$ cat config.mk
export PLATFORM = sky130hd
export DESIGN_NAME = fetch_stage
export DESIGN_NICKNAME = d
export VERILOG_FILES = /design/src/rtl/fetch_stage.sv
export SDC_FILE = /design/constraint.sdc
export NUM_CORES = 1
export LEC_CHECK = 0
export ABC_AREA = 1
export CORE_MARGIN = 10
export CORE_UTILIZATION = 35
export DETAILED_ROUTE_END_ITERATION = 8
export HOLD_SLACK_MARGIN = 0.02
export PLACE_DENSITY_LB_ADDON = 0.08
export SLEW_MARGIN = 10
export SYNTH_ARGS = -nofsm -noshare
export SYNTH_HDL_FRONTEND = slang
export SYNTH_SLANG_ARGS = --single-unit
$ cat constraint.sdc
create_clock -name clock -period 1.55 [get_ports clock]
set_input_delay 0.3875 -clock clock [delete_from_list [all_inputs] [get_ports clock]]
set_output_delay 0.3875 -clock clock [all_outputs]
set_load 0.005 [all_outputs]
$ cat src/rtl/fetch_stage.sv
// Instruction fetch stage: drives the instruction-memory request, parks a stalled
// response in a hold buffer, drains in-flight requests after a redirect and feeds IF/ID.
module fetch_stage #(
  parameter logic [31:0] RESET_PC = 32'h0000_0000
) (
  input  logic        clock,
  input  logic        reset,
  input  logic        PCWrite,
  input  logic        IFIDWrite,
  input  logic        PCSrc,
  input  logic [31:0] BranchTarget,
  output logic        imem_req,
  output logic [31:0] imem_addr,
  input  logic        imem_ack,
  input  logic [31:0] imem_rdata,
  output logic [31:0] PC,
  output logic [31:0] IFID_instr,
  output logic [31:0] IFID_PCplus4,
  output logic        IFID_valid
);

  typedef enum logic [1:0] {
    REQ,
    HOLD,
    DRAIN
  } state_e;

  state_e      state_q, state_d;
  logic [31:0] pc_q, pc_d;
  logic [31:0] holdBuf_q, holdBuf_d;
  logic [31:0] redirPc_q, redirPc_d;
  logic [31:0] ifidInstr_q, ifidInstr_d;
  logic [31:0] ifidPcPlus4_q, ifidPcPlus4_d;
  logic        ifidValid_q, ifidValid_d;

  logic        accept;
  logic        deliver;
  logic [31:0] deliverInstr;
  logic [31:0] pcPlus4;

  assign accept  = PCWrite & IFIDWrite;
  assign pcPlus4 = pc_q + 32'd4;

  always_comb begin
    state_d      = state_q;
    pc_d         = pc_q;
    holdBuf_d    = holdBuf_q;
    redirPc_d    = redirPc_q;
    deliver      = 1'b0;
    deliverInstr = 32'd0;
    case (state_q)
      REQ: begin
        if (imem_ack) begin
          if (PCSrc) begin
            pc_d = BranchTarget;
          end else if (accept) begin
            deliver      = 1'b1;
            deliverInstr = imem_rdata;
            pc_d         = pcPlus4;
          end else begin
            holdBuf_d = imem_rdata;
            state_d   = HOLD;
          end
        end else if (PCSrc) begin
          // The request already on the bus cannot be withdrawn, so wait it out.
          redirPc_d = BranchTarget;
          state_d   = DRAIN;
        end
      end
      HOLD: begin
        if (PCSrc) begin
          pc_d      = BranchTarget;
          holdBuf_d = 32'd0;
          state_d   = REQ;
        end else if (accept) begin
          deliver      = 1'b1;
          deliverInstr = holdBuf_q;
          pc_d         = pcPlus4;
          state_d      = REQ;
        end
      end
      DRAIN: begin
        if (imem_ack) begin
          pc_d    = PCSrc ? BranchTarget : redirPc_q;
          state_d = REQ;
        end else if (PCSrc) begin
          redirPc_d = BranchTarget;
        end
      end
      default: state_d = REQ;
    endcase
  end

  // A parked instruction in HOLD keeps IF/ID frozen until the hazard clears.
  always_comb begin
    ifidInstr_d   = ifidInstr_q;
    ifidPcPlus4_d = ifidPcPlus4_q;
    ifidValid_d   = ifidValid_q;
    if (PCSrc) begin
      ifidInstr_d = 32'd0;
      ifidValid_d = 1'b0;
    end else if (deliver) begin
      ifidInstr_d   = deliverInstr;
      ifidPcPlus4_d = pcPlus4;
      ifidValid_d   = 1'b1;
    end else if (IFIDWrite && (state_q != HOLD)) begin
      ifidInstr_d = 32'd0;
      ifidValid_d = 1'b0;
    end
  end

  always_ff @(posedge clock) begin
    if (!reset) begin
      state_q       <= REQ;
      pc_q          <= RESET_PC;
      holdBuf_q     <= 32'd0;
      redirPc_q     <= 32'd0;
      ifidInstr_q   <= 32'd0;
      ifidPcPlus4_q <= 32'd0;
      ifidValid_q   <= 1'b0;
    end else begin
      state_q       <= state_d;
      pc_q          <= pc_d;
      holdBuf_q     <= holdBuf_d;
      redirPc_q     <= redirPc_d;
      ifidInstr_q   <= ifidInstr_d;
      ifidPcPlus4_q <= ifidPcPlus4_d;
      ifidValid_q   <= ifidValid_d;
    end
  end

  assign imem_req     = reset && (state_q != HOLD);
  assign imem_addr    = pc_q;
  assign PC           = pc_q;
  assign IFID_instr   = ifidInstr_q;
  assign IFID_PCplus4 = ifidPcPlus4_q;
  assign IFID_valid   = ifidValid_q;

endmodule

* After elaboration in Yosys (flattened, before gate mapping)
Cells that the tools add are included. W data, S select, Z words.
Storage, ports and cells: bits in registers 163, word-level logic and storage cells 68, bits of input ports 70
Cells by class: bitwise logic cells 4, reductions and logical operators 13, equal/unequal tests 12, add/subtract/negate cells 1, multiplexer cells 31
Operators by type and width (count):
- $mux W32 | 14
- $pmux W32 S2 | 2
- $pmux W32 S3 | 1
- $add A32 B3 Y32 const B | 1
- $mux W2 | 7
- $ne A3 B3 Y1 const B | 4
- $ne A2 B2 Y1 const B | 5
- $reduce_and A5 Y1 | 2
- $pmux W2 S3 | 1
- $mux W1 | 5
- $reduce_and A2 Y1 | 2
- $reduce_bool A2 Y1 | 2
- $reduce_or A2 Y1 | 2
- $not A1 Y1 | 3
- $reduce_and A3 Y1 | 1
- $reduce_bool A3 Y1 | 1
- $eq A2 B1 Y1 const B | 1
- $eq A2 B2 Y1 const B | 1
- $logic_and A1 B1 Y1 | 2
- $logic_not A2 Y1 | 1
- $ne A2 B1 Y1 const B | 1
- $pmux W1 S2 | 1
- $and A1 B1 Y1 | 1

* Longest topological paths before layout
Gate-level depths: netlist of run 1.
depth in word-level cells 6, depth in mapped cells 10

* Least setup slack after synthesis of run 1
No wires, ideal clock.
path kind register to register, start point register pc_q[2] (netlist: PC[2]), end point register ifidPcPlus4_q[26] (netlist: IFID_PCplus4[26]), required time 1.437 ns, library setup time 0.113 ns, clock period less this slack 1.583 ns, stages on the path, launching flop included 11, path slack -0.033 ns, arrival time 1.469 ns, path buffers 0, cells stage by stage dfxtp_1 ha_1 nand3_1 inv_1 nand2_1 nor2_1 nand2_1 nand2_1 nand2_1 o21ai_1 inv_1
Between the ends: longest elaborated chain between the ends 1
Ends and longest elaborated chain:
- start, declared | RTL line 29 | logic [31:0] pc_q, pc_d;
- start signal, assigned | RTL line 123 | pc_q <= pc_d;
- $add A32 B3 Y32 | RTL line 42 | assign pcPlus4 = pc_q + 32'd4;
- end signal, assigned | RTL line 127 | ifidPcPlus4_q <= ifidPcPlus4_d;
- end, declared | RTL line 33 | logic [31:0] ifidPcPlus4_q, ifidPcPlus4_d;
Every way passes these cells. A chain may end at the register's enable or synchronous reset.

* Worst setup path after layout of run 1
start point register pc_q[9] (netlist: PC[9]), end point register ifidPcPlus4_q[28] (netlist: IFID_PCplus4[28])
The elaborated chain is that of the path after synthesis.

==> impl_results.md, run 1 <==
- Synth Cell Area: 7800 um^2
- Setup crit end kind: flip-flop
- WP depth: 11
- Minimum setup slack among reg-to-reg paths: -80 ps
- Crit path required time: 1930 ps
- IO Count: 200
- Kind of critical path: reg -> reg
- Number of fill cells in the layout: 2126
- CTS tree: built
- Design area: 12600 um^2
- Multiplexer share of the synthesized area: 0%
- Type of the most critical hold path: reg -> reg
- IR Drop Worst-Case VDD: 0.666 mV
- Failing checks: negative setup slack
- Number of sinks handled by clock tree synthesis: 163
- Share of the synthesized area in compound gates (AO/OA/AOI/OAI): 21.5%
- Post-synth cell types: 37
- First-pass GRT wire length: 44.3 mm
- Synthesis-to-layout area growth: 61.7%
- Clock input transition at the sequential cells of the worst setup and hold paths: 70 ps
- Minimum setup slack in the final design: -79.8 ps
- Worst Skew: 10.9 ps
- Clock root buffer: sky130_fd_sc_hd__clkbuf_16
- Number of buffers created by CTS: 17
- Launching element of the worst setup path: PC[9]
- Post-DR wirelength/cell: 17.6 um
- Start of the worst register-to-register path: PC[9]
- Y dimension of the die: 169 um
- Starting Density: 35.6%
- Gate count of the mapped netlist: 1123
- DIE AREA: 28700 um^2
- Vias in the first global route: 8056
- Crit path buffers/inverters: 3
- Worst setup path endpoint: IFID_PCplus4[28]
- Fraction of the mapped netlist area in adder cells: 0.160%
- Post-layout minimum cycle time: 1630 ps
- Post-route fraction of the period consumed by the critical path: 105%
- Number of search-and-repair iterations in the first detailed-routing pass: 7
- Static Leakage: 0.00562 uW
- Number of antenna violations at the first check in global routing: 0
- Fmax achieved: 0.614 GHz
- Outcome: finished, violations left
- Power density over the cells: 913 nW/um^2
- Final hold violation count: 0
- Final setup vio count: 45
- Net count reported at finish: 1489
- Buffer levels on the longest clock path: 2
- Combinational family with the most area after synthesis: simple AND/OR/NAND/NOR gates
- Max-Slew Margin vs Limit: 55.9%
- Vias post-DR: 8498
- YS warnings: 0
- H-tree levels: 4
- Synthesized-area fraction occupied by and/or/nand/nor cells: 21.7%
- Sum of overflow across all layers after global routing: 0
- Final Hold Slack: 451 ps
- Row count: 54
- Width of the die: 169 um
- Total half-perimeter wirelength after legalization and detailed placement: 20.4 mm
- Launching element type of the critical path: flip-flop
- All-Layer GR Usage: 19.2%
- Cell family contributing the most delay on the critical path: simple AND/OR/NAND/NOR gates
- Inserted Diodes: 0
- Slowest cell on the critical path: sky130_fd_sc_hd__dfxtp_4
- Routed vias/inst: 4.97
- Proportion of layout cells with a drive suffix above 1: 31.8%
- Remaining antenna violation count after routing: 0
- Area of the core region: 21900 um^2
- Share of the synthesized netlist area taken by xor and xnor gates: 1.46%
- Detailed router's first-iteration violation count: 524
- Unrepaired setup endpoints after global routing: yes
- Number of pins exceeding their max-slew limit in the final report: 0
- Longest individual stage delay on the worst path: 350 ps
- Most prevalent standard cell on the critical path: sky130_fd_sc_hd__nand2_4
- Number of hold buffers added after cts: 0
- Transition time at the pin with the least slew margin: 662 ps
- Latest clock arrival within the worst-skew pair: 430 ps
- Number of max-cap violations: 0
- Pin count of the biggest net entering global routing: 47
- Post-detailed-placement cell area: 10800 um^2
- Mean area per synthesized cell: 6.95 um^2
- Routability-driven placement congestion ratio: 0.854
- Post-Syn Nets: 1194
- Detailed Route WL: 30.0 mm
- Worst endpoint data arrival time: 2010 ps
- Reg2Reg Depth: 11
- Critical path cell sequence: buf_4 -> nand2_1 -> nor2_2 -> nand2_4 -> nor2_4 -> buf_6 -> nand2_4 -> nand2_4 -> nand2_2 -> a21o_1 -> inv_1
- Maximum fanout count along the critical path: 5
- Flip-flop and latch count after synthesis: 163
- Number of buffers added on ports: 199
- Capturing point of the worst reg2reg path: IFID_PCplus4[28]
- Fraction of the yosys area taken by sequential cells: 41.8%
- DRC violations left: 0
[where the power goes]
part | leakage, uW | switching [uW] | total, uW | internal, uW
clock | 0.000281 | 2000 | 4290 | 2290
combinational | 0.00399 | 1330 | 2580 | 1250
sequential | 0.00135 | 163 | 4650 | 4480
total | 0.00562 | 3490 | 11500 | 8030
[area by class of cell]
cell class | instances | area, um^2 | share of cell area, %
clock buffers | 17 | 425 | 3.37
clock inverters | 15 | 158 | 1.25
inverters | 123 | 484 | 3.84
multi-input cells | 736 | 4300 | 34.1
flip-flops and latches | 163 | 3340 | 26.5
well taps | 280 | 350 | 2.78
repair buffers | 377 | 3550 | 28.2
[cells in the final DEF (no fill, tap or decap), drive strengths merged, types with 3 or more instances in the layout]
cell             n
nand2          201
o21ai           93
a21o             5
buf            174
dfxtp          163
nand3b           4
a211oi          21
o211ai           3
inv            133
dlygate4sd2     80
a31oi            9
clkinvlp         3
xor2             6
clkbuf          56
nor2           170
o22ai           32
a21oi          131
clkdlybuf4s15   17
xnor2            7
clkdlybuf4s50   65
nand3           42
[logic make-up after synthesis]
logic type / after synthesis
simple gates: 421
compound gates: 301
buf+inv: 224
flops: 163
xor+xnor: 13
fa+ha+maj: 1
[cells in the mapped netlist]
library cell	n	share of area (%)
sky130_fd_sc_hd__buf_6	6	0.87
sky130_fd_sc_hd__clkbuf_1	35	1.7
sky130_fd_sc_hd__a31oi_1	9	0.72
sky130_fd_sc_hd__a211oi_1	20	1.9
sky130_fd_sc_hd__buf_2	23	1.5
sky130_fd_sc_hd__buf_1	2	0.096
sky130_fd_sc_hd__dfxtp_1	163	42
sky130_fd_sc_hd__nor3_1	1	0.064
sky130_fd_sc_hd__o22ai_1	32	2.6
sky130_fd_sc_hd__inv_2	9	0.43
sky130_fd_sc_hd__nor2_1	165	7.9
sky130_fd_sc_hd__a21oi_1	130	8.3
sky130_fd_sc_hd__o21ai_0	79	5.1
sky130_fd_sc_hd__a21o_1	5	0.48
sky130_fd_sc_hd__nand2_1	200	9.6
sky130_fd_sc_hd__o221ai_1	2	0.22
sky130_fd_sc_hd__xnor2_1	7	0.79
sky130_fd_sc_hd__o2111ai_1	1	0.11
sky130_fd_sc_hd__o211ai_1	3	0.29
sky130_fd_sc_hd__nand3b_1	4	0.38
sky130_fd_sc_hd__nand4_1	2	0.16
sky130_fd_sc_hd__a211o_1	1	0.11
sky130_fd_sc_hd__nand2_4	1	0.14
sky130_fd_sc_hd__inv_1	114	5.5
sky130_fd_sc_hd__or2_2	1	0.080
sky130_fd_sc_hd__a41oi_1	2	0.22
sky130_fd_sc_hd__nand3_1	41	2.6
sky130_fd_sc_hd__buf_4	35	3.4
sky130_fd_sc_hd__a21boi_2	1	0.14
sky130_fd_sc_hd__ha_1	1	0.16
sky130_fd_sc_hd__nand3_2	1	0.13
sky130_fd_sc_hd__o21ai_1	14	0.90
sky130_fd_sc_hd__a21oi_4	1	0.21
sky130_fd_sc_hd__xor2_1	6	0.67
sky130_fd_sc_hd__nor2_4	2	0.29
sky130_fd_sc_hd__nor2_2	3	0.24
sky130_fd_sc_hd__a211oi_2	1	0.16
[layer usage]
layer	share of wire, %	up-vias	GRT usage (%)
met5	0	-	0
met4	2.0	0	5.63
met3	6.1	36	4.49
met2	51	252	33.2
met1	41	3989	23.1
li1	-	4221	-
[how the worst min path moves through the flow]
stage | start | end | slack (ps) | cells past startpoint
after global routing | holdBuf_q[1] | holdBuf_q[1] | 470 | 2
final | holdBuf_q[1] | holdBuf_q[1] | 450 | 2
after global placement | holdBuf_q[30] | holdBuf_q[30] | 440 | 2
after floorplan | redirPc_q[10] | redirPc_q[10] | 430 | 2
after CTS | holdBuf_q[1] | holdBuf_q[1] | 460 | 2
after detailed placement | holdBuf_q[29] | holdBuf_q[29] | 440 | 2
[repair_timing]
item | in CTS | in global routing
pin swaps | 25 | 47
cloned | 0 | 11
gates resized for setup | 311 | 223
setup endpoints to repair | 209 | 164
setup buffers | 18 | 8
[metrics by stage]
stage	setup WS, ps	setup TNS, ps	std cells	total power [uW]	util (%)
floorplan	-1.90	-1.90	1123	5740	-
global placement	-500	-62040	1642	6930	49.4
detailed placement	-525	-64410	1642	6940	49.4
CTS	-131	-554	1692	11300	53.9
global route	-157	-8570	1711	12000	57.6
finish	-79.8	-1350	1711	11500	57.6
[registers in the layout, indices dropped and copies added (netlist names)]
| name | flops |
|---|---|
| IFID_PCplus4 | 32 |
| IFID_instr | 32 |
| IFID_valid | 1 |
| PC | 32 |
| holdBuf_q | 32 |
| redirPc_q | 32 |
| state_q | 2 |
[worst min-delay path: cells and delay by family (launching register included)]
family                 cells  cell delay, ps
DFF                        1             300
buffers and inverters      1              60
AOI/OAI and AO/OA          1              50
(Power assumes the default switching activity.)
==> run 2, diff against run 1 <==
--- a/config.mk
+++ b/config.mk
@@ -5,7 +5,6 @@
 export SDC_FILE = /design/constraint.sdc
 export NUM_CORES = 1
 export LEC_CHECK = 0
-export ABC_AREA = 1
 export CORE_MARGIN = 10
 export CORE_UTILIZATION = 35
 export DETAILED_ROUTE_END_ITERATION = 8
==> run 2 against run 1 <==
The flow still finishes with violations (negative setup slack). Sequential share of layout area fell by 3.2 points. Routed wire length up 16%. Cell count fell by 2.7%. Clock power increased by 7.0%. Count of clock-buffer cells in the layout increased by 1. Hold slack lost 54 ps. First-iteration DRC count up 17%. Sequential power down 3%. Total power rose by 2.1%. Non-clock buffer count rose by 91. Die area fell by 0.85%. Combinational power increased by 3%. Highest routed layer is now met5.
==> impl_results.md, run 2 <==
- Clock input transition at the sequential cells of the worst setup and hold paths: 70 ps (about the same)
- Buffer levels on the longest clock path: 2 (unchanged)
- Ranking of synthesized cells by area: sky130_fd_sc_hd__dfxtp_1, sky130_fd_sc_hd__a21oi_1, sky130_fd_sc_hd__nand2_1
- DRC violations left: 0 (unchanged)
- Worst Skew: 11.2 ps (+0.286 ps)
- First-pass GRT wire length: 51.8 mm (+17%)
- Width of the die: 169 um (-0.43%)
- Synthesis-to-layout area growth: 86.2%
- Proportion of layout cells with a drive suffix above 1: 45.3% (+14 points)
- Vias in the first global route: 9015 (+12%)
- Number of max-cap violations: 0 (unchanged)
- Max-Slew Margin vs Limit: 54.2% (-1.6 points)
- Top library cells by usage in the layout, fill and taps aside: sky130_fd_sc_hd__buf_4, sky130_fd_sc_hd__dfxtp_1, sky130_fd_sc_hd__nand2_1
- Post-layout instance count excluding filler cells: 1664 (-2.7%)
- Most common cell in the synthesized netlist: sky130_fd_sc_hd__dfxtp_1
- Pin count of the biggest net entering global routing: 47 (unchanged)
- Vias post-DR: 9028 (+6.2%)
- Fraction of the yosys area taken by sequential cells: 42.2% (+0.41 points)
- Post-Syn Nets: 1072 (-10%)
- Post-route fraction of the period consumed by the critical path: 124% (+19 points)
- Number of pins exceeding their max-slew limit in the final report: 0 (unchanged)
- IO Count: 200 (unchanged)
- DIE AREA: 28400 um^2 (-0.85%)
- Area of the core region: 21800 um^2 (-0.62%)
- Flip-flop and latch count after synthesis: 163 (unchanged)
- H-tree levels: 4 (unchanged)
- Commonest non-fill, non-tap cell in the layout: sky130_fd_sc_hd__buf_4
- TNS Setup: -18940 ps (-17590 ps)
- Worst endpoint data arrival time: 2250 ps (+240 ps)
- Post-synth cell types: 63 (+70%)
- YS warnings: 0 (unchanged)
- Sum of overflow across all layers after global routing: 0 (unchanged)
- Final hold violation count: 0 (unchanged)
- Power consumption: 11800 uW (+2.1%)
- Start of the worst register-to-register path: PC[22]
- Static Leakage: 0.00593 uW (+5.5%)
- Count of placed standard cells including taps: 1525 (-7.1%)
- Post-DR wirelength/cell: 20.9 um (+19%)
- Type of the most critical hold path: in -> reg
- Fmax achieved: 0.520 GHz (-15%)
- Number of antenna violations at the first check in global routing: 2 (+2)
- Post-route core utilization: 66.1% (+8.5 points)
- Remaining antenna violation count after routing: 0 (unchanged)
- Number of buffers created by CTS: 17 (unchanged)
- Row count: 54 (unchanged)
- Number of synthesized flops with an enable pin: 0 (unchanged)
- Power density over the cells: 817 nW/um^2 (-10%)
- Number of buffers added on ports: 199 (unchanged)
- Latest clock arrival within the worst-skew pair: 440 ps (about the same)
- Internal power of the cells: 8380 uW (+4.4%)
- Mean area per synthesized cell: 7.72 um^2 (+11%)
- Hold_sp: PCSrc
- Share of power burned in registers: 38.3% (-2.1 points)
- Final Hold Slack: 397 ps (-54.1 ps)
- Gate count of the mapped netlist: 1001 (-11%)
- Part of the total power dissipated in the clock network: 39.1% (+1.9 points)
- Longest individual stage delay on the worst path: 470 ps (+120 ps)
- Kind of critical path: reg -> reg
- Y dimension of the die: 169 um (-0.43%)
- Slowest cell on the critical path: sky130_fd_sc_hd__or4b_4
- Detailed router's first-iteration violation count: 612 (+17%)
- Minimum setup slack in the final design: -374 ps (-294 ps)
- Routability-driven placement congestion ratio: 0.848 (-0.69%)
- Number of search-and-repair iterations in the first detailed-routing pass: 5 (-2)
- Ys flop type: sky130_fd_sc_hd__dfxtp_1
- Post-layout minimum cycle time: 1920 ps (+294 ps)
- Maximum fanout count along the critical path: 2 (-3)
- Inserted Diodes: 0 (unchanged)
- Crit path required time: 1880 ps (-50 ps)
- Failing checks: negative setup slack
- Switching power as a share of total power: 28.7% (-1.6 points)
- Cell taking the most area after synthesis: sky130_fd_sc_hd__dfxtp_1
- Net Switching: 3370 uW (-3.3%)
- Total half-perimeter wirelength after legalization and detailed placement: 21.0 mm (+3.1%)
- Launching element of the worst setup path: PC[22]
- Synth Cell Area: 7730 um^2 (-0.96%)
- Detailed Route WL: 34.7 mm (+16%)
- All-Layer GR Usage: 22.8% (+3.6 points)
- CTS tree: built
- Ranking of synthesized cells by instance count: sky130_fd_sc_hd__dfxtp_1, sky130_fd_sc_hd__a21oi_1, sky130_fd_sc_hd__nand2_1
- Routed vias/inst: 5.43 (+9.2%)
- Outcome: finished, violations left
- Top-area cell type share of the netlist area: 42.2% (+0.41 points)
- Share of flip-flops with an asynchronous set or reset after synthesis: 0% (unchanged)
- Number of sinks handled by clock tree synthesis: 163 (unchanged)
- Relative contribution of combinational cells to total power: 22.6% (+0.2 points)
- Final setup vio count: 128 (+180%)
- Launching element type of the critical path: flip-flop
- Transition time at the pin with the least slew margin: 687 ps (+24.7 ps)
- Setup crit end kind: flip-flop
- IR Drop Worst-Case VDD: 0.828 mV (+24%)
- Clock root buffer: sky130_fd_sc_hd__clkbuf_16
- Number of fill cells in the layout: 1795 (-16%)
- Net count reported at finish: 1442 (-3.2%)
- Unrepaired setup endpoints after global routing: yes
- Starting Density: 35.5% (-0.12 points)
- Critical path cell sequence: and4_1 -> or4b_4 -> or3_4 -> and3_4 -> o31a_1
==> run 2: changes by cell type after synthesis, sizes merged, moves of 13 or more <==
cell    delta
o21ai     -16
and3      +15
nand2     -85
clkbuf    +41
buf       -25
a22oi     +34
nor3      +13
o22ai     -29
a21oi     +25
nor2      -67
inv      -120
==> run 2: metal layers <==
metal  track usage [%]  wire length, um  up-vias
met3              6.44             2260       54
met2              39.6            17700      297
met1              26.5            13900     4393
met4              7.15              801        4
li1                  -                -     4280
met5                 0               33        -
==> run 2: critical path: cells and delay by family, from the launching register on <==
kind,cells,cell delay [ps]
AND/OR/NAND/NOR,4,1260
AO/OA/AOI/OAI,1,220
flip-flops,1,340
==> run 2: cell type report <==
class	count	area, um^2	area share [%]
timing repair buffer	468	4780	33.2
clock buffer	18	439	3.05
multi-input combinational	717	5250	36.5
inverter	4	17.5	0.122
clock inverter	14	191	1.33
sequential	163	3360	23.3
tap	280	350	2.43
==> run 2: timing repair <==
action,4_1_cts,5_1_grt
pin swaps,138,78
resized for setup,530,203
hold buffers,0,0
endpoints found under the setup margin,258,170
endpoints found under the hold margin,0,0
cloned,17,6
buffers inserted,81,31
==> run 2: metrics by stage <==
step / cell area (um^2) / worst slack, ps
after floorplan: 8000 / -475
after global placement: 11100 / -651
after detailed placement: 11100 / -691
after CTS: 13700 / -374
after global routing: 14400 / -428
final: 14400 / -374
==> run 2: cells by family (layout without fill, tap and decap cells) <==
family,count (synthesis),after routing,share of synthesized area [%]
mux,1,1,0.130
flops,163,163,42.2
xor+xnor,27,27,3.06
simple gates,359,359,21.9
fa+ha+maj,1,1,0.162
buf+inv,121,504,7.59
compound gates,329,329,24.9
==> run 2: power groups by stage <==
stage | Clock [uW] | Combinational (uW) | Sequential, uW
after floorplan | 0 | 822 | 4620
after global placement | 0 | 1870 | 4600
after detailed placement | 0 | 1880 | 4600
after CTS | 4660 | 2460 | 4490
after global routing | 4810 | 2830 | 4520
final | 4590 | 2660 | 4510
==> run 2: path summary, 6_finish.rpt <==
check	slack [ps]	end	depth (start not counted)
setup / recovery	-370	PC[27]	5
hold / removal	400	state_q[1]	4
setup reg to reg	-370	PC[27]	5
hold reg to reg	450	redirPc_q[24]	2
